[src/rtl/bin2bcd_seq_pkg.sv]
// ----------------------------------------------------------------------------
// bin2bcd_seq_pkg : shared state encodings and BCD correction constants. Rev 1.0
// ----------------------------------------------------------------------------
`default_nettype none

package bin2bcd_seq_pkg;

  typedef enum logic [1:0] {
    S_IDLE    = 2'd0,
    S_CONVERT = 2'd1,
    S_DONE    = 2'd2
  } state_t;

  localparam logic [3:0] BCD_ADJ_THRESHOLD = 4'd5;
  localparam logic [3:0] BCD_ADJ_VALUE     = 4'd3;

endpackage

`default_nettype wire

[src/rtl/bin2bcd_seq_if.sv]
// ----------------------------------------------------------------------------
// bin2bcd_seq_if : request/result bundle for the binary-to-BCD converter. Rev 1.0
// ----------------------------------------------------------------------------
`default_nettype none

interface bin2bcd_seq_if #(
  parameter int WIDTH  = 32,
  parameter int DIGITS = 10
);

  logic                  iStart;
  logic [WIDTH-1:0]      iBin;
  logic                  oBusy;
  logic                  oDone;
  logic [4*DIGITS-1:0]   oBCD;
  logic                  oOverflow;

  modport master (
    output iStart, iBin,
    input  oBusy, oDone, oBCD, oOverflow
  );

  modport slave (
    input  iStart, iBin,
    output oBusy, oDone, oBCD, oOverflow
  );

endinterface

`default_nettype wire

[src/rtl/bin2bcd_seq_add3.sv]
// ----------------------------------------------------------------------------
// bcd_add3 : single-digit shift-and-add-3 corrector (in >= 5 ? in + 3 : in). Rev 1.0
// ----------------------------------------------------------------------------
`default_nettype none

module bcd_add3
  import bin2bcd_seq_pkg::*;
(
  input  logic [3:0] digit_i,
  output logic [3:0] digit_o
);

  // Working digits never exceed 9, so the sum stays within 4 bits.
  assign digit_o = (digit_i >= BCD_ADJ_THRESHOLD) ? (digit_i + BCD_ADJ_VALUE) : digit_i;

endmodule

`default_nettype wire

[src/rtl/bin2bcd_seq.sv]
// ----------------------------------------------------------------------------
// bin2bcd_seq : sequential double-dabble binary-to-BCD converter, 1 bit/clock. Rev 1.0
// ----------------------------------------------------------------------------
`default_nettype none

module bin2bcd_seq
  import bin2bcd_seq_pkg::*;
#(
  parameter int WIDTH  = 32,
  parameter int DIGITS = 10
) (
  input  logic            iCLK,
  input  logic            iRST_n,
  bin2bcd_seq_if.slave    bus
);

  localparam int CNT_W = $clog2(WIDTH + 1);
  localparam int BCD_W = 4 * DIGITS;

  state_t               state_q;
  logic [CNT_W-1:0]     cnt_q;
  logic [WIDTH-1:0]     bin_q;
  logic [BCD_W-1:0]     bcd_q;
  logic                 ovf_q;
  logic                 busy_q;
  logic                 done_q;
  logic [BCD_W-1:0]     bcd_out_q;
  logic                 ovf_out_q;

  logic [BCD_W-1:0]     bcd_adj;
  logic [BCD_W-1:0]     bcd_d;
  logic                 ovf_d;

  for (genvar g = 0; g < DIGITS; g++) begin : g_add3
    bcd_add3 u_add3 (
      .digit_i (bcd_q[4*g +: 4]),
      .digit_o (bcd_adj[4*g +: 4])
    );
  end

  // Shift {BCD, binary} left; the bit leaving the top digit means the value
  // does not fit in DIGITS digits and is latched into the sticky overflow.
  assign bcd_d = {bcd_adj[BCD_W-2:0], bin_q[WIDTH-1]};
  assign ovf_d = ovf_q | bcd_adj[BCD_W-1];

  always_ff @(posedge iCLK or negedge iRST_n) begin
    if (!iRST_n) begin
      state_q   <= S_IDLE;
      cnt_q     <= '0;
      bin_q     <= '0;
      bcd_q     <= '0;
      ovf_q     <= 1'b0;
      busy_q    <= 1'b0;
      done_q    <= 1'b0;
      bcd_out_q <= '0;
      ovf_out_q <= 1'b0;
    end else begin
      case (state_q)
        S_IDLE: begin
          done_q <= 1'b0;
          if (bus.iStart) begin
            bin_q   <= bus.iBin;
            bcd_q   <= '0;
            ovf_q   <= 1'b0;
            cnt_q   <= CNT_W'(WIDTH);
            busy_q  <= 1'b1;
            state_q <= S_CONVERT;
          end
        end
        S_CONVERT: begin
          bin_q <= bin_q << 1;
          bcd_q <= bcd_d;
          ovf_q <= ovf_d;
          cnt_q <= cnt_q - CNT_W'(1);
          // Results are registered on the final shift so they are valid for
          // the whole DONE cycle alongside the done pulse.
          if (cnt_q == CNT_W'(1)) begin
            state_q   <= S_DONE;
            done_q    <= 1'b1;
            bcd_out_q <= bcd_d;
            ovf_out_q <= ovf_d;
          end
        end
        S_DONE: begin
          done_q  <= 1'b0;
          busy_q  <= 1'b0;
          state_q <= S_IDLE;
        end
        default: begin
          done_q  <= 1'b0;
          busy_q  <= 1'b0;
          state_q <= S_IDLE;
        end
      endcase
    end
  end

  assign bus.oBusy     = busy_q;
  assign bus.oDone     = done_q;
  assign bus.oBCD      = bcd_out_q;
  assign bus.oOverflow = ovf_out_q;

endmodule

`default_nettype wire

[src/flat_wrapper.sv]
// flat-port wrapper written by rule: the top's interface ports become plain ports
module bin2bcd_seq_flat import bin2bcd_seq_pkg::*;
#(
  parameter int WIDTH  = 32,
  parameter int DIGITS = 10
)
  (iCLK, iRST_n, bus_iStart, bus_iBin, bus_oBusy, bus_oDone, bus_oBCD, bus_oOverflow);
  bin2bcd_seq_if #(.WIDTH(WIDTH), .DIGITS(DIGITS)) bus_i ();
  input  logic iCLK;
  input  logic iRST_n;
  input wire logic [$bits(bus_i.iStart)-1:0] bus_iStart;
  input wire logic [$bits(bus_i.iBin)-1:0] bus_iBin;
  output wire logic [$bits(bus_i.oBusy)-1:0] bus_oBusy;
  output wire logic [$bits(bus_i.oDone)-1:0] bus_oDone;
  output wire logic [$bits(bus_i.oBCD)-1:0] bus_oBCD;
  output wire logic [$bits(bus_i.oOverflow)-1:0] bus_oOverflow;
  assign bus_i.iStart = bus_iStart;
  assign bus_i.iBin = bus_iBin;
  assign bus_oBusy = bus_i.oBusy;
  assign bus_oDone = bus_i.oDone;
  assign bus_oBCD = bus_i.oBCD;
  assign bus_oOverflow = bus_i.oOverflow;
  bin2bcd_seq #(.WIDTH(WIDTH), .DIGITS(DIGITS)) u_core (.iCLK(iCLK), .iRST_n(iRST_n), .bus(bus_i));
endmodule
[config.mk]
export PLATFORM = sky130hd
export DESIGN_NAME = bin2bcd_seq_flat
export DESIGN_NICKNAME = d
export VERILOG_FILES = /design/src/rtl/bin2bcd_seq_pkg.sv /design/src/rtl/bin2bcd_seq_if.sv /design/src/rtl/bin2bcd_seq_add3.sv /design/src/rtl/bin2bcd_seq.sv /design/src/flat_wrapper.sv
export SDC_FILE = /design/constraint.sdc
export NUM_CORES = 1
export LEC_CHECK = 0
export ABC_CLOCK_PERIOD_IN_PS = 1800
export CAP_MARGIN = 10
export CORE_MARGIN = 2
export CORE_UTILIZATION = 60
export CTS_BUF_LIST = sky130_fd_sc_hd__clkbuf_4 sky130_fd_sc_hd__clkbuf_8
export DETAILED_ROUTE_END_ITERATION = 8
export DONT_BUFFER_PORTS = 1
export HOLD_SLACK_MARGIN = 0.06
export PLACE_DENSITY = 0.79
export SETUP_SLACK_MARGIN = 0.15
export SLEW_MARGIN = 15
export SYNTH_ARGS = -nofsm -noshare
export SYNTH_HDL_FRONTEND = slang
export SYNTH_SLANG_ARGS = --single-unit
[constraint.sdc]
create_clock -name iCLK -period 1.8 [get_ports iCLK]
set_clock_uncertainty 0.1 [all_clocks]
set_input_delay 0.36 -clock iCLK [delete_from_list [all_inputs] [get_ports iCLK]]
set_output_delay 0.36 -clock iCLK [all_outputs]
set_load 0.01 [all_outputs]
======== After elaboration in Yosys (flattened, before gate mapping) ========
Index checks and enable logic that the tools add are counted.
cells by class
  add/sub/neg operators ................... 11
  order comparisons ....................... 10
  equality and inequality tests ........... 4
  muxes and demuxes ....................... 25
  bitwise logic cells ..................... 2
  reduce and logical (&&, ||, !) cells .... 6
operator list
  operator                                              count
  case mux 40 bit (2 select lines)                      1
  case mux 32 bit (2 select lines)                      1
  adder 4 x 2 -> 4 bit (second input constant)          10
  >= comparator 4 x 3 -> 1 bit (second input constant)  10
  2-to-1 mux 4 bit                                      10
  2-to-1 mux 40 bit                                     1
  2-to-1 mux 32 bit                                     1
  case mux 6 bit (2 select lines)                       1
  AND reduction 2 bit                                   4
  == test 6 x 1 -> 1 bit (second input constant)        1
  2-to-1 mux 6 bit                                      1
  subtractor 6 x 1 -> 6 bit (second input constant)     1
  2-to-1 mux 1 bit                                      4
  2-to-1 mux 2 bit                                      2
  case mux 1 bit (2 select lines)                       2
  case mux 2 bit (2 select lines)                       1
  == test 2 x 1 -> 1 bit (second input constant)        1
  logical NOT 2 bit                                     1
  != test 2 x 1 -> 1 bit (second input constant)        1
  != test 2 bit (second input constant)                 1
  nonzero test 2 bit                                    1
  inverter 1 bit                                        1
  bitwise OR 1 bit                                      1
storage, ports and cells
  bits in registers ....................... 124

======== Depth between registers and ports, before layout ========
Gate-level depths: netlist (run 1).
  depth in word-level cells ............... 4
  gate-level depth with buffers ........... 8

======== Hierarchy ========
From an unflattened synthesis (run 1), not the netlist that was laid out.
unflattened totals
  cells, all modules ...................... 530
  area total of the unflattened synthesis .. 6035.8 um^2
modules (own cells, without submodules)
  module       times used  cells an instance  area an instance (um^2)  sequential area each (um^2)
  bin2bcd_seq  1           370                5022.3                   3103.0
  bcd_add3     10          16                 101.3                    0.0

======== Least setup slack after synthesis (run 1) ========
No wires, ideal clock.
  path kind ............................... register to register
  from .................................... register u_core.cnt_q[1]
  to ...................................... register u_core.bcd_out_q[10] (netlist: u_core.bus.oBCD[10])
  setup time .............................. 125 ps
  data arrival time ....................... 1425 ps
  slack ................................... 150 ps
  stages on the path, launching flop included .. 8
  period minus slack after synthesis ...... 1650 ps
  path through ............................ dfrtp_1 inv_1 ha_1 and4bb_1 nand2_2 inv_4 buf_6 mux2_4
between the ends
  word-level cells in the longest chain between the ends .. 2
RTL lines
  element                        line               RTL
  start, declared                bin2bcd_seq.sv:21  logic [CNT_W-1:0] cnt_q;
  start signal, assigned         bin2bcd_seq.sv:65  cnt_q <= CNT_W'(WIDTH);
  start signal, assigned         bin2bcd_seq.sv:74  cnt_q <= cnt_q - CNT_W'(1);
  == test 6 x 1 -> 1 bit         bin2bcd_seq.sv:77  if (cnt_q == CNT_W'(1)) begin
  AND reduction 2 bit (no line)  --
  end signal, assigned           bin2bcd_seq.sv:55  bcd_out_q <= '0;
  end signal, assigned           bin2bcd_seq.sv:80  bcd_out_q <= bcd_d;
  end, declared                  bin2bcd_seq.sv:27  logic [BCD_W-1:0] bcd_out_q;
Every way passes these cells.
A chain may end at the register's enable or synchronous reset.

======== Final worst setup path (run 1) ========
  from .................................... register u_core.cnt_q[0]
  to ...................................... register u_core.bcd_out_q[38] (netlist: u_core.bus.oBCD[38])
Same word-level chain as after synthesis.

==> results of run 1 <==
==> through the flow <==
step                power, mW  cell area, µm²  utilization (%)  hold slack (ns)
floorplan               8.474            6110                -         -0.03559
global placement        9.331            6294            64.09         -0.03091
detailed placement      9.677            6294            64.09         -0.03139
CTS                     12.18            7117            72.48          -0.5151
global route            14.00            7482            76.20          -0.5289
finish                  13.14            7482            76.20          -0.5004
==> sequential cells by signal, indices dropped and copies added, names as in the netlist <==
signal,count
u_core.state_q,2
u_core.cnt_q,6
u_core.bus.oBusy,1
u_core.bus.oDone,1
u_core.ovf_q,1
u_core.bin_q,32
u_core.bcd_q,40
u_core.bus.oBCD,40
u_core.bus.oOverflow,1
==> critical path: cells and delay by family, from the launching register on <==
kind	cells	cell delay, ns
fa+ha+maj	1	0.17
buf+inv	2	0.31
flops	1	0.41
mux	1	0.29
simple gates	2	0.29
==> power groups by stage <==
stage / sequential [mW] / clock [mW] / combinational (mW)
final: 5.34 / 2.23 / 5.56
after global routing: 5.48 / 2.39 / 6.12
after CTS: 5.26 / 2.25 / 4.67
after detailed placement: 5.26 / 0 / 4.42
after global placement: 5.19 / 0 / 4.14
after floorplan: 4.94 / 0 / 3.53
==> cell usage after synthesis (2+ instances only) <==
| library cell | number |
|---|---|
| a21oi_1 | 51 |
| mux2_2 | 3 |
| nor3b_1 | 11 |
| o21ai_0 | 86 |
| mux2i_1 | 10 |
| a22o_1 | 21 |
| or3b_2 | 10 |
| nand3_1 | 2 |
| buf_4 | 2 |
| nand2b_1 | 11 |
| inv_1 | 24 |
| nor2b_1 | 33 |
| buf_6 | 4 |
| clkbuf_1 | 15 |
| nand2_1 | 37 |
| mux2_4 | 17 |
| buf_2 | 13 |
| xnor2_1 | 11 |
| ha_1 | 22 |
| nor2_1 | 13 |
| dfrtp_1 | 124 |
| a22oi_1 | 31 |
| nor3_1 | 11 |
| a31oi_1 | 10 |
==> timing repair <==
action                                 in CTS  in global routing
resized for setup                          14                 62
setup endpoints to repair                  32                 78
pin swaps                                   0                 19
endpoints found under the hold margin     155                124
buffers inserted                            7                 15
cloned                                      1                  1
==> worst max-delay path by stage <==
stage                         start                   to  depth (start not counted)
floorplan           u_core.cnt_q[1]  u_core.bus.oBCD[26]                          7
global placement    u_core.cnt_q[1]   u_core.bus.oBCD[2]                          7
detailed placement  u_core.bcd_q[8]  u_core.bus.oBCD[10]                          6
CTS                 u_core.cnt_q[1]  u_core.bus.oBCD[27]                          9
global route        u_core.cnt_q[0]      u_core.cnt_q[4]                          7
finish              u_core.cnt_q[0]  u_core.bus.oBCD[38]                          6
==> layer usage <==
layer | wire, µm | share of wire, %
met5 | 0 | 0
met1 | 5916 | 40
met4 | 345 | 2.3
met3 | 814 | 5.5
met2 | 7621 | 52
==> area by class of cell <==
cell class	count	area share [%]
clock buffers	27	4.716
clock inverters	1	0.06689
inverters	25	1.321
multi-input cells	401	39.95
flip-flops and latches	124	41.54
well taps	133	2.224
repair buffers	75	10.18
==> logic make-up after synthesis <==
family | count (synthesis) | share of synthesized area, %
AOI/OAI and AO/OA | 204 | 19.77
and+or+nand+nor | 134 | 12.40
DFF | 124 | 50.82
buffers and inverters | 59 | 4.549
muxes | 30 | 6.373
adders and majority gates | 22 | 4.508
xor gates and xnor gates | 11 | 1.578
==> flow_summary_export.csv, run 1 <==
group,metric,value,unit
run_status,status,"finished with violations",
run_status,violations,"hold timing",
worst_hold_path,worstHoldPathType,"primary input to async pin",
critical_path,r2r-end,"u_core.bus.oBCD[38]",
pwr,p_comb_share,42.3,%
cells_and_area,final_cell_mix,"120 x dfrtp_1, 86 x o21ai_0, 41 x a21oi_1, 35 x nand2_1, 32 x dlygate4sd3_1",
critical_path,r2r_slack,0.10,ns
detailed_routing,initialDrtViolationCount,227,
clock_network,cts_tree,"done",
global_route,grt_pass1_vias,4817,
global_route,grt_most_used_layer,"met2",
global_route,use_met2,43.65,%
clock_network,clk_latency,0.45,ns
synth,yosysTopAreaCellShare,50.82,%
sta,setup_viol,0,
detailed_routing,drc,0,
clock_network,clock_tree.root_cell,"clkbuf_8",
sta,final.setup.tns,0,ns
detailed_routing,routedWlPerCell,18.70,µm
critical_path,crit_chain,"ha_4 > and4bb_1 > nand2_2 > clkinv_4 > clkbuf_16 > mux2_4",
placed_design,place_ws,0.06584,ns
critical_path,arrival,1.93,ns
floorplanning,io_pins,78,
cells_and_area,diodes,0,
flow_run,max-cap-violations,0,
critical_path,crit_path_end_kind,"flop",
sta,maxSlewHeadroom,32.92,%
critical_path,critical-path-max-stage-delay,0.41,ns
floorplanning,die_width,104.9,µm
global_route,antenna_found_initial,0,
floorplanning,coreArea,9819,µm²
clock_network,hold_buffers,33,
detailed_routing,drtAntennaViolNets,0,
placed_design,dp.final_hpwl,8215,µm
floorplanning,die_h,104.9,µm
detailed_routing,wl,14700,µm
floorplanning,rows,36,
synth,synth_flop_cell,"dfrtp_1",
synth,synthDistinctLibCells,36,
synth,async_flop_share,100.0,%
cells_and_area,multi_input_area,2989,µm²
sta,tightest_slew,1.006,ns
pwr,intPower,8.027,mW
detailed_routing,routed_via_density,6.113,
sta,fin_crit_sh,94.42,%
global_route,use_met1,31.24,%
cells_and_area,final_cells,786,
placed_design,io_buffers,0,
pwr,clock_power_share,17.0,%
critical_path,cpMaxStageDelayCell,"dfrtp_1",
critical_path,crit_fanout,7,
global_route,grt-ovfl-total,0,
sta,max_freq,588.4,MHz
sta,holdWs,-0.5004,ns
global_route,met3_usage,8.671,%
synth,synth_top_cell_by_area,"dfrtp_1",
pwr,seqPwrFrac,40.7,%
synth,syn_nets,641,
pwr,swShare,38.89,%
clock_network,htree_levels,4,
cells_and_area,mostFrequentLayoutCell,"dfrtp_1",
synth,synth-seq-cells,124,
synth,ys_top_cells_by_area,"dfrtp_1 51%, o21ai_0 7.0%, ha_1 4.5%",
cells_and_area,area_delta_synth_final,22.54,%
sta,maxSlewViolCount,0,
critical_path,ff2ff_path_depth,6,
global_route,grt_max_degree,125,
clock_network,clkTransAtPathRegs,0.07,ns
synth,synth_area,6106,µm²
synth,ys_seq_area_share,50.82,%
pwr,vdd_ir_drop_max,831.1,µV
clock_network,clockBufferDepth,2,
pwr,p_per_area,1756,nW/µm²
floorplanning,dieArea,11000,µm²
cells_and_area,ff_latch_area,3108,µm²
clock_network,numCtsBuffers,17,
synth,syn_inst,584,
synth,synth_edf_count,0,
sta,fin_crit,1.700,ns
detailed_routing,dr.pass1.iters,6,
sta,fin_ws,0.1004,ns
cells_and_area,fill_cells,638,
synth,postSynthAreaPerCell,10.46,µm²
sta,hold_viol_final,124,
critical_path,criticalPathCategory,"flop to flop",
global_route,global_route.usage.total,26.13,%
critical_path,required,2.03,ns
placed_design,dp.cells,701,
clock_network,cts.sinks,124,
placed_design,place.gp.congestion,0.8442,
pwr,power_switching,5.108,mW
sta,rsz0062_at_grt,"true",
global_route,grt_pass1_wl,22800,µm
synth,synth_warnings,0,
pwr,leakagePower,3.268,nW
cells_and_area,nets,701,
critical_path,cp-start-kind,"flop",
cells_and_area,layout-drive-gt1-share,24.35,%
detailed_routing,vias,4805,
floorplanning,initial_core_util,62.18,%
critical_path,timing.rr.start,"u_core.cnt_q[0]",
No activity file was read; power rests on OpenSTA's default activity.
==> run 2: changes to the inputs <==
Settings changed: CTS_CLUSTER_DIAMETER set to 80.
==> results of run 2 <==
No change in the layout: final DEF, timing and power equal those of run 1.
